===== src/rtl/io_pkg.sv =====
// Shared constants for the memory-mapped byte I/O port: widths, port addresses
// and status-register bit positions.
package io_pkg;

  localparam int IO_DATA_W   = 8;
  localparam int IO_ADDR_W   = 8;
  localparam int IO_TX_DEPTH = 4;

  localparam logic [IO_ADDR_W-1:0] IO_DATA_ADDR   = 8'hFF;
  localparam logic [IO_ADDR_W-1:0] IO_STATUS_ADDR = IO_DATA_ADDR - 8'd1;

  localparam int ST_TX_FULL = 0;
  localparam int ST_RX_FULL = 1;
  localparam int ST_TX_OVF  = 2;

  // Status byte as seen by the processor; unused upper bits read as zero.
  function automatic logic [IO_DATA_W-1:0] pack_status(input logic tx_ovf,
                                                       input logic rx_full,
                                                       input logic tx_full);
    logic [IO_DATA_W-1:0] s;
    s             = '0;
    s[ST_TX_FULL] = tx_full;
    s[ST_RX_FULL] = rx_full;
    s[ST_TX_OVF]  = tx_ovf;
    return s;
  endfunction

endpackage


===== src/rtl/io_tx_fifo.sv =====
// First-word fall-through FIFO with wrap-bit pointers; pushes while full and
// pops while empty are ignored.
module io_tx_fifo #(
  parameter int DATA_W = 8,
  parameter int DEPTH  = 4
) (
  input  logic              clk,
  input  logic              rst_n,
  input  logic              push,
  input  logic [DATA_W-1:0] wdata,
  input  logic              pop,
  output logic [DATA_W-1:0] rdata,
  output logic              full,
  output logic              empty
);

  localparam int AW = $clog2(DEPTH);

  logic [AW:0]       wr_ptr;
  logic [AW:0]       rd_ptr;
  logic [DATA_W-1:0] mem [DEPTH];
  logic              do_push;
  logic              do_pop;

  assign empty   = (wr_ptr == rd_ptr);
  assign full    = (wr_ptr[AW-1:0] == rd_ptr[AW-1:0]) && (wr_ptr[AW] != rd_ptr[AW]);
  assign do_push = push && !full;
  assign do_pop  = pop && !empty;
  assign rdata   = mem[rd_ptr[AW-1:0]];

  // NOTE: storage is reset too, so the fall-through output reads zero out of
  // reset instead of X; state updates use non-blocking assignments throughout.
  always_ff @(posedge clk or negedge rst_n) begin
    if (!rst_n) begin
      wr_ptr <= '0;
      rd_ptr <= '0;
      for (int i = 0; i < DEPTH; i++) mem[i] <= '0;
    end else begin
      if (do_push) begin
        mem[wr_ptr[AW-1:0]] <= wdata;
        wr_ptr              <= wr_ptr + (AW+1)'(1);
      end
      if (do_pop) rd_ptr <= rd_ptr + (AW+1)'(1);
    end
  end

endmodule


===== src/rtl/io_port_controller.sv =====
// Byte I/O peripheral: processor stores to IO_ADDR feed a TX FIFO, loads pop a
// 1-entry RX holding register. Define IO_PORT_STATUS_EN for the status port and tx_ovf flag.
module io_port_controller
  import io_pkg::*;
#(
  parameter int                   DATA_W   = IO_DATA_W,
  parameter int                   TX_DEPTH = IO_TX_DEPTH,
  parameter logic [IO_ADDR_W-1:0] IO_ADDR  = IO_DATA_ADDR
) (
  input  logic                 clk,
  input  logic                 reset,
  input  logic [IO_ADDR_W-1:0] cpu_addr,
  input  logic [DATA_W-1:0]    cpu_wdata,
  input  logic                 cpu_we,
  input  logic                 cpu_re,
  output logic [DATA_W-1:0]    cpu_rdata,
  output logic [DATA_W-1:0]    ext_tx_data,
  output logic                 ext_tx_valid,
  input  logic                 ext_tx_ready,
  input  logic [DATA_W-1:0]    ext_rx_data,
  input  logic                 ext_rx_valid,
  output logic                 ext_rx_ready
);

  logic              data_sel;
  logic              tx_full;
  logic              tx_empty;
  logic              tx_push;
  logic              tx_pop;
  logic              rx_full;
  logic [DATA_W-1:0] rx_data;
  logic              rx_accept;
  logic              rx_pop;

  assign data_sel = (cpu_addr == IO_ADDR);

  // Full is sampled before any same-cycle pop, so a store to a full FIFO is lost.
  assign tx_push      = cpu_we && data_sel && !tx_full;
  assign ext_tx_valid = !tx_empty;
  assign tx_pop       = ext_tx_valid && ext_tx_ready;

  io_tx_fifo #(
    .DATA_W (DATA_W),
    .DEPTH  (TX_DEPTH)
  ) u_tx_fifo (
    .clk   (clk),
    .rst_n (reset),
    .push  (tx_push),
    .wdata (cpu_wdata),
    .pop   (tx_pop),
    .rdata (ext_tx_data),
    .full  (tx_full),
    .empty (tx_empty)
  );

  assign ext_rx_ready = !rx_full;
  assign rx_accept    = ext_rx_valid && ext_rx_ready;
  assign rx_pop       = cpu_re && data_sel && rx_full;

  always_ff @(posedge clk or negedge reset) begin
    if (!reset) begin
      rx_full <= 1'b0;
      rx_data <= '0;
    end else if (rx_accept) begin
      rx_full <= 1'b1;
      rx_data <= ext_rx_data;
    end else if (rx_pop) begin
      rx_full <= 1'b0;
    end
  end

`ifdef IO_PORT_STATUS_EN
  localparam logic [IO_ADDR_W-1:0] STATUS_ADDR = IO_ADDR - 8'd1;

  logic stat_sel;
  logic tx_ovf;
  logic ovf_set;
  logic ovf_clr;

  assign stat_sel = (cpu_addr == STATUS_ADDR);
  assign ovf_set  = cpu_we && data_sel && tx_full;
  assign ovf_clr  = cpu_re && stat_sel;

  // A new overflow in the same cycle as the clearing read stays visible.
  always_ff @(posedge clk or negedge reset) begin
    if (!reset)       tx_ovf <= 1'b0;
    else if (ovf_set) tx_ovf <= 1'b1;
    else if (ovf_clr) tx_ovf <= 1'b0;
  end
`endif

  // NOTE: cpu_rdata gets a default before any condition so no latch is inferred.
  always_comb begin
    cpu_rdata = '0;
    if (data_sel && rx_full) cpu_rdata = rx_data;
`ifdef IO_PORT_STATUS_EN
    if (stat_sel) cpu_rdata = DATA_W'(pack_status(tx_ovf, rx_full, tx_full));
`endif
  end

endmodule


===== config.mk =====
export PLATFORM = sky130hd
export DESIGN_NAME = io_port_controller
export DESIGN_NICKNAME = d
export VERILOG_FILES = /design/src/rtl/io_pkg.sv /design/src/rtl/io_tx_fifo.sv /design/src/rtl/io_port_controller.sv
export SDC_FILE = /design/constraint.sdc
export NUM_CORES = 1
export LEC_CHECK = 0
export ABC_AREA = 1
export CAP_MARGIN = 20
export CORE_ASPECT_RATIO = 1.4
export CORE_UTILIZATION = 30
export CTS_CLUSTER_SIZE = 20
export DETAILED_ROUTE_END_ITERATION = 16
export PLACE_DENSITY = 0.65
export SLEW_MARGIN = 20
export SYNTH_ARGS = -nofsm -noshare
export SYNTH_HDL_FRONTEND = slang
export SYNTH_SLANG_ARGS = --single-unit

===== constraint.sdc =====
create_clock -name clk -period 1.7 [get_ports clk]
set_clock_uncertainty 0.15 [all_clocks]
set_input_delay 0.34 -clock clk [delete_from_list [all_inputs] [get_ports clk]]
set_output_delay 0.34 -clock clk [all_outputs]
set_load 0.02 [all_outputs]

==> results of run 1 <==
==> timing repair <==
action	4_1_cts	5_1_grt
cloned	0	3
setup endpoints to repair	53	53
gates resized for setup	148	41
buffers inserted	2	3
hold buffers	1	0
endpoints found under the hold margin	13	0
pin swaps	12	4
==> kinds of logic after synthesis <==
family                   count (synthesis)  synth area share (%)
buffers and inverters                   33                 7.975
adder cells (fa/ha/maj)                  5                 2.589
AND/OR/NAND/NOR                        164                 30.66
AO/OA/AOI/OAI                           35                 7.665
flip-flops                              47                 48.68
XOR/XNOR                                 5                 2.434
==> cell usage in the layout, fill, tap and decap left out, types with 5 or more instances in the layout <==
| master | n |
|---|---|
| buf_6 | 13 |
| nand2_1 | 82 |
| o22ai_2 | 8 |
| o21ai_1 | 6 |
| buf_12 | 6 |
| inv_1 | 11 |
| buf_2 | 10 |
| o21ai_2 | 9 |
| nor2_1 | 30 |
| clkbuf_8 | 5 |
| nand4_1 | 32 |
| buf_4 | 27 |
| dfrtp_1 | 45 |
| nor2_2 | 5 |
| clkdlybuf4s50_1 | 20 |
| a21oi_1 | 9 |
==> sequential cells by signal, indices dropped and copies added (netlist names) <==
signal / count
u_tx_fifo.mem: 32
rx_data: 8
u_tx_fifo.rd_ptr: 3
u_tx_fifo.wr_ptr: 3
rx_full: 1
==> Yosys cell counts, drive strengths merged <==
library cell	n
nand4	32
inv	15
clkbuf	4
dfrtp	47
a21oi	9
xnor2	5
nand3	10
nor2	39
o22ai	8
ha	5
nand2	83
buf	13
o21ai	18
clkinv	1
==> final cells by class <==
class                      count  area (um^2)
inverter                      16        72.57
clock buffer                   6        72.57
clock inverter                 2        60.06
timing repair buffer          80        784.5
multi-input combinational    210         1265
fill                         755         4239
sequential                    47         1179
tap                          100        125.1
==> power by group <==
group / internal [uW] / switching (uW)
Combinational: 1130 / 1210
Clock: 588 / 390
Sequential: 1190 / 56.2
==> metrics by stage <==
| step | utilization (%) | setup TNS [ps] | std cells | area [um^2] | total power, uW |
|---|---|---|---|---|---|
| finish | 45.64 | -1388 | 461 | 3558 | 4566 |
| global route | 45.64 | -2438 | 461 | 3558 | 4767 |
| CTS | 42.55 | -4744 | 455 | 3318 | 4088 |
| detailed placement | 40.71 | -18090 | 444 | 3174 | 2969 |
| global placement | 40.71 | -17830 | 444 | 3174 | 2965 |
| floorplan | - | 0 | 289 | 2466 | 2290 |
==> worst reg2reg max path, delay by kind of cell (launching register included) <==
| kind | cells | cell delay (ps) |
|---|---|---|
| xor+xnor | 1 | 170 |
| flops | 1 | 460 |
| buf+inv | 3 | 520 |
| simple gates | 3 | 280 |
==> per-layer routing <==
layer / vias up / global-route usage (%) / share of wire [%]
met4: 0 / 6.334 / 2.3
li1: 1111 / - / -
met1: 1063 / 18.91 / 41
met3: 13 / 2.616 / 3.3
met5: - / 0 / 0
met2: 62 / 28.00 / 53
==> worst max path at each step <==
stage / slack (ps) / to / from
2_1_floorplan: 60 / ext_tx_data[6] / u_tx_fifo.rd_ptr[0]
3_3_place_gp: -830 / cpu_rdata[4] / cpu_addr[7]
3_5_place_dp: -850 / cpu_rdata[6] / cpu_addr[2]
4_1_cts: -160 / ext_tx_data[6] / u_tx_fifo.rd_ptr[0]
5_1_grt: -210 / ext_tx_data[6] / u_tx_fifo.rd_ptr[0]
6_report: -180 / ext_tx_data[6] / u_tx_fifo.rd_ptr[0]
==> reports/qor.yml, run 1 <==
synth:
  syn-mean-instance-area_um2: 8.360
  yosys-top-cells-area: "dfrtp_1, nand2_1, nand4_1"
  netlist_area_um2: 2416
  syn_nets: 324
  synth-seq-cells: 47
  synth-seq-area-share_pct: 48.68
  synth.largest_area_cell: "dfrtp_1"
  yosys_warnings: 0
  synth_cell_types: 21
  synth_top_area_share_pct: 48.68
  syn_inst: 289
clocking:
  cts_sinks: 47
  clkLatencyLatePin_ps: 300
  cts_buffers: 5
  cts_tree: "yes"
  ctsHtreeMaxLevel: 2
  root_buffer: "clkbuf_8"
  clk_pin_slew_ps: 90
  clock_path_buffers: 2
timing:
  finalSetupViolCount: 9
  finalHoldViolCount: 0
  slew_headroom_pct: 68.04
  setup_slack_ps: -176.3
  fin_crit_ps: 1876
  max_freq_mhz: 533.0
  tightest_slew_ps: 478.3
  rsz0062_at_grt: "yes"
  holdWs_ps: 330.9
  slew_violations: 0
  fin_crit_sh_pct: 110.4
routing:
  wl_per_cell_um: 14.20
  ant_nets: 0
  totalWireLength_mm: 6.544
  drcViolationCount: 0
  num_vias: 2249
  drt-pass1-iter-count: 7
  drtIter0Drc: 181
  vias_per_cell: 4.879
setup_path:
  start_kind: "flop"
  required_ps: 1210
  slowest_delay_ps: 430
  crit_path_cell_trace: "clkinv_4 -> clkbuf_16 -> o21ai_4 -> o22ai_2 -> buf_6"
  r2r_end: "u_tx_fifo.mem[1]"
  cp_max_fo: 8
  end_kind: "output port"
  critical-path-top-delay-family: "flip-flops"
  critPathKind: "flop to output port"
  crit_buf_inv: 3
  cp_num_cells: 5
  reg2reg_from: "u_tx_fifo.rd_ptr[0]"
  crit_arrival_ps: 1390
  reg2reg_depth: 7
  worst-r2r-setup-slack_ps: 20
  critical-path-slowest-cell: "dfrtp_2"
floorplan:
  die_w_um: 77.85
  start_util_pct: 30.99
  die_h_um: 108.2
  num_rows: 38
  core_area_um2: 7797
  pin_count: 48
  die_area_um2: 8422
global_routing:
  grt_use_total_pct: 15.80
  antenna_found_initial: 0
  overflow: 0
  grt_pass1_wl_mm: 10.61
  grt_max_degree: 31
  grt_pass1_vias: 2280
min_path:
  hp-class: "input port to async pin"
power:
  vdd_drop_max_v: 0.0004277
  p_per_area_nw_per_um2: 1283
  p_leak_uw: 0.001727
finish:
  syn2layout_area_growth_pct: 47.28
  drive_gt1_share_pct: 31.02
  n_antenna_cell: 0
  finalNetCount: 395
placed_design:
  io_buffers: 47
  gp_congestion: 0.8084
  hpwl_mm: 4.261
  post-place-ws_ps: -847.5
flow_run:
  drv_cap: 0
outcome:
  failed_checks: "negative setup slack"
  status: "finished with violations"
Note: power is estimated with default switching activity, not from simulation.
==> run 2, diff against run 1 <==
SKIP_CTS_REPAIR_TIMING = 1   (was unset)
==> reports/qor.yml, run 2 (same netlist as run 1, synthesis figures left out) <==
routing:
  drcViolationCount: 0
  vias_per_cell: 4.871
  ant_nets: 0
  num_vias: 2226
  drtIter0Drc: 114
  totalWireLength_mm: 6.121
  wl_per_cell_um: 13.39
  drt-pass1-iter-count: 4
global_routing:
  grt_max_degree: 31
  grt_pass1_wl_mm: 10.36
  overflow: 0
  grt_pass1_vias: 2215
  grt_use_total_pct: 15.37
  antenna_found_initial: 0
setup_path:
  critPathKind: "flop to output port"
  crit_buf_inv: 3
  critical-path-top-delay-family: "buffers and inverters"
  start_kind: "flop"
  slowest_delay_ps: 420
  required_ps: 1210
  reg2reg_depth: 7
  crit_arrival_ps: 1450
  cp_max_fo: 17
  critical-path-slowest-cell: "dfrtp_1"
  crit_path_cell_trace: "inv_2 -> buf_12 -> o21ai_0 -> o22ai_2 -> dlymetal6s2s_1"
  end_kind: "output port"
  cp_num_cells: 5
clocking:
  clk_pin_slew_ps: 90
  cts_tree: "yes"
  ctsHtreeMaxLevel: 2
  cts_sinks: 47
  cts_buffers: 5
  root_buffer: "clkbuf_8"
  clkLatencyLatePin_ps: 310
  clock_path_buffers: 2
finish:
  top_regs: "u_tx_fifo.mem (32), rx_data (8)"
  largest_register: "u_tx_fifo.mem"
  finalNetCount: 391
  largest_reg_flops: 32
  mostFrequentLayoutCell: "nand2_1"
  drive_gt1_share_pct: 25.77
  final_cell_area_um2: 3505
  mostFrequentLayoutCells: "nand2_1, dfrtp_1, nand4_1"
  nFillCells: 768
  n_antenna_cell: 0
  syn2layout_area_growth_pct: 45.05
floorplan:
  die_h_um: 108.2
  core_area_um2: 7797
  die_w_um: 77.85
  die_area_um2: 8422
  num_rows: 38
  pin_count: 48
  start_util_pct: 30.99
power:
  p_sw_uw: 1436
  p_int_uw: 2624
  p_seq_share_pct: 31.0
  swShare_pct: 35.36
  p_leak_uw: 0.001777
  p_per_area_nw_per_um2: 1158
  vdd_drop_max_v: 0.0004125
  comb_power_share_pct: 45.0
  power_frac_clock_pct: 24.0
placed_design:
  hpwl_mm: 4.261
  io_buffers: 47
  placed_area_um2: 3174
  gp_congestion: 0.8084
timing:
  finalHoldViolCount: 0
  max_freq_mhz: 516.4
  setup_slack_ps: -236.6
  slew_violations: 0
  finalSetupViolCount: 34
  fin_crit_sh_pct: 113.9
  fin_crit_ps: 1937
  rsz0062_at_grt: "yes"
  slew_headroom_pct: 68.08
  tightest_slew_ps: 477.6
  holdWs_ps: 325.5
outcome:
  failed_checks: "negative setup slack"
  status: "finished with violations"
flow_run:
  drv_cap: 0
min_path:
  hp-class: "input port to async pin"
[run 2: cell types whose count changed in the layout (fill, tap and decap cells not counted), moves of 3 or more]
cell            before  now
dlymetal6s2s_1       0   10
nor2_4               4    9
o21ai_1              6   12
o21ai_2              9    1
o21ai_0              0    5
o21ai_4              3    0
nor2_1              30   25
buf_2               10    2
[run 2: cell type report]
cell class	count	area [um^2]	share of cell area [%]
timing repair buffer	77	787.0	22.46
tap	100	125.1	3.570
multi-input combinational	209	1217	34.74
clock inverter	2	60.06	1.714
inverter	16	65.06	1.856
sequential	47	1177	33.60
clock buffer	6	72.57	2.071
[run 2: worst paths after layout]
| check | slack, ps | from | to |
|---|---|---|---|
| min reg2reg | 330 | u_tx_fifo.mem[8] | u_tx_fifo.mem[8] |
| min in group clk | 330 | u_tx_fifo.mem[8] | u_tx_fifo.mem[8] |
| max in group asynchronous | 580 | reset | u_tx_fifo.rd_ptr[1] |
| max | -240 | u_tx_fifo.rd_ptr[0] | ext_tx_data[7] |
| min | 330 | reset | u_tx_fifo.mem[20] |
| max reg2reg | -20 | u_tx_fifo.rd_ptr[1] | u_tx_fifo.mem[13] |
[run 2: power by group through the flow]
stage / registers [uW] / logic (uW) / clock network (uW)
finish: 1260 / 1830 / 976
global placement: 1270 / 1690 / 0
global route: 1270 / 1980 / 1040
CTS: 1250 / 1690 / 991
detailed placement: 1270 / 1690 / 0
floorplan: 1250 / 1040 / 0
[run 2: metal layers]
layer  part of all wire, %  global-route usage, %  vias to the layer above
met3                   3.8                  2.700                        9
met1                    41                  18.38                     1059
met2                    53                  27.56                       57
met4                   1.7                  5.256                        0
met5                     0                      0                        -
li1                      -                      -                     1101
[run 2: metrics by stage]
| stage | power (uW) | cells | util (%) | worst slack [ps] | setup TNS, ps |
|---|---|---|---|---|---|
| 3_5_place_dp | 2969 | 444 | 40.71 | -847.5 | -18090 |
| 2_1_floorplan | 2290 | 289 | - | 62.06 | 0 |
| 3_3_place_gp | 2965 | 444 | 40.71 | -825.8 | -17830 |
| 4_1_cts | 3939 | 452 | 42.41 | -868.4 | -20970 |
| 5_1_grt | 4289 | 457 | 44.95 | -299.9 | -6386 |
| 6_report | 4059 | 457 | 44.95 | -236.6 | -2120 |
==> run 3, diff against run 2 <==
CORE_ASPECT_RATIO = unset   (was 1.4)
CTS_BUF_LIST = sky130_fd_sc_hd__clkbuf_16   (was unset)
==> reports/qor.yml, run 3 (same netlist as run 1, synthesis figures left out) <==
outcome:
  status: "finished with violations"
  failed_checks: "negative setup slack"
timing:
  setup_slack_ps: -191.0
  rsz0062_at_grt: "yes"
  slew_headroom_pct: 82.52
  slew_violations: 0
  finalSetupViolCount: 17
  fin_crit_ps: 1891
  holdWs_ps: 296.9
  fin_crit_sh_pct: 111.2
  max_freq_mhz: 528.8
  tightest_slew_ps: 262.3
  finalHoldViolCount: 0
  setup_tns_ps: -1396
clocking:
  clk_pin_slew_ps: 60
  clkLatencyLatePin_ps: 290
  ctsHtreeMaxLevel: 2
  cts_tree: "yes"
  root_buffer: "clkbuf_16"
  cts_sinks: 47
  clock_path_buffers: 2
  cts_buffers: 5
global_routing:
  grt_pass1_vias: 2321
  grt_pass1_wl_mm: 11.11
  grt_max_degree: 39
  antenna_found_initial: 0
  grt_use_total_pct: 16.82
  overflow: 0
setup_path:
  start_kind: "flop"
  crit_path_start: "u_tx_fifo.rd_ptr[0]"
  end_kind: "output port"
  required_ps: 1210
  crit_arrival_ps: 1400
  cp_max_fo: 17
  reg2reg_from: "u_tx_fifo.rd_ptr[1]"
  critPathKind: "flop to output port"
placed_design:
  gp_congestion: 0.8042
  io_buffers: 47
  hpwl_mm: 4.471
  place_inst: 455
  post-place-ws_ps: -840.9
routing:
  ant_nets: 0
  wl_per_cell_um: 14.02
  totalWireLength_mm: 6.517
  met1_length_mm: 2.811
  wl_met2_mm: 3.174
  vias_per_cell: 4.841
  top_layer_used: "met4"
  drt-pass1-iter-count: 4
  drcViolationCount: 0
  drtIter0Drc: 190
  num_vias: 2251
  wl_met3_um: 406
finish:
  syn2layout_area_growth_pct: 47.44
  largest_reg_flops: 32
  nFillCells: 777
  n_antenna_cell: 0
  finalNetCount: 397
  largest_register: "u_tx_fifo.mem"
  final_cell_count_no_fill: 465
  drive_gt1_share_pct: 29.75
  top_regs: "u_tx_fifo.mem (32), rx_data (8)"
  mostFrequentLayoutCells: "nand2_1, dfrtp_1, nand4_1"
  mostFrequentLayoutCell: "nand2_1"
floorplan:
  start_util_pct: 31.11
  pin_count: 48
  die_area_um2: 8416
  die_w_um: 91.74
  die_h_um: 91.74
  core_area_um2: 7767
  num_rows: 32
power:
  total_power_uw: 4144
  p_per_area_nw_per_um2: 1163
  vdd_drop_max_v: 0.0004492
  p_leak_uw: 0.001745
flow_run:
  drv_cap: 0
min_path:
  hp-class: "input port to async pin"
## run 3: metal layers
metal,track usage [%],vias up
met4,6.380,0
met3,3.897,13
met1,21.80,1058
met5,0,-
li1,-,1113
met2,27.32,67
## run 3: power by group
part	total, uW	switching (uW)	internal, uW	leakage [uW]
clock network	954	417	537	0.0000710
registers	1240	54.8	1190	0.000611
logic	1950	1050	898	0.00106
## run 3: layout make-up
class                      instances  area (um^2)  area share (%)
multi-input combinational        209         1235           34.67
sequential                        47         1179           33.09
timing repair buffer              83        814.5           22.87
tap                              102        127.6           3.583
clock buffer                       5        125.1           3.512
inverter                          16        65.06           1.826
clock inverter                     3        16.27          0.4566
## run 3: final timing paths
| check | endpoint | slack [ps] | cells past startpoint |
|---|---|---|---|
| setup reg to reg | u_tx_fifo.mem[9] | 70 | 8 |
| hold / removal | rx_data[4] | 300 | 2 |
| hold reg to reg | u_tx_fifo.mem[8] | 320 | 2 |
| min in group clk | u_tx_fifo.mem[8] | 320 | 2 |
| setup / recovery | ext_tx_data[6] | -190 | 5 |
| max in group asynchronous | u_tx_fifo.wr_ptr[1] | 600 | 3 |
## run 3: worst max-delay path, stage by stage, from the launching register on
cell and delay (ps):
dfrtp_2 420, inv_2 60, buf_12 150, o21ai_0 200, o22ai_2 110, buf_4 170
## run 3: metrics by stage
step           instance area [um^2]  util (%)
2_1_floorplan                  2466         -
3_3_place_gp                   3257     41.93
3_5_place_dp                   3257     41.93
4_1_cts                        3398     43.75
5_1_grt                        3562     45.86
6_report                       3562     45.86
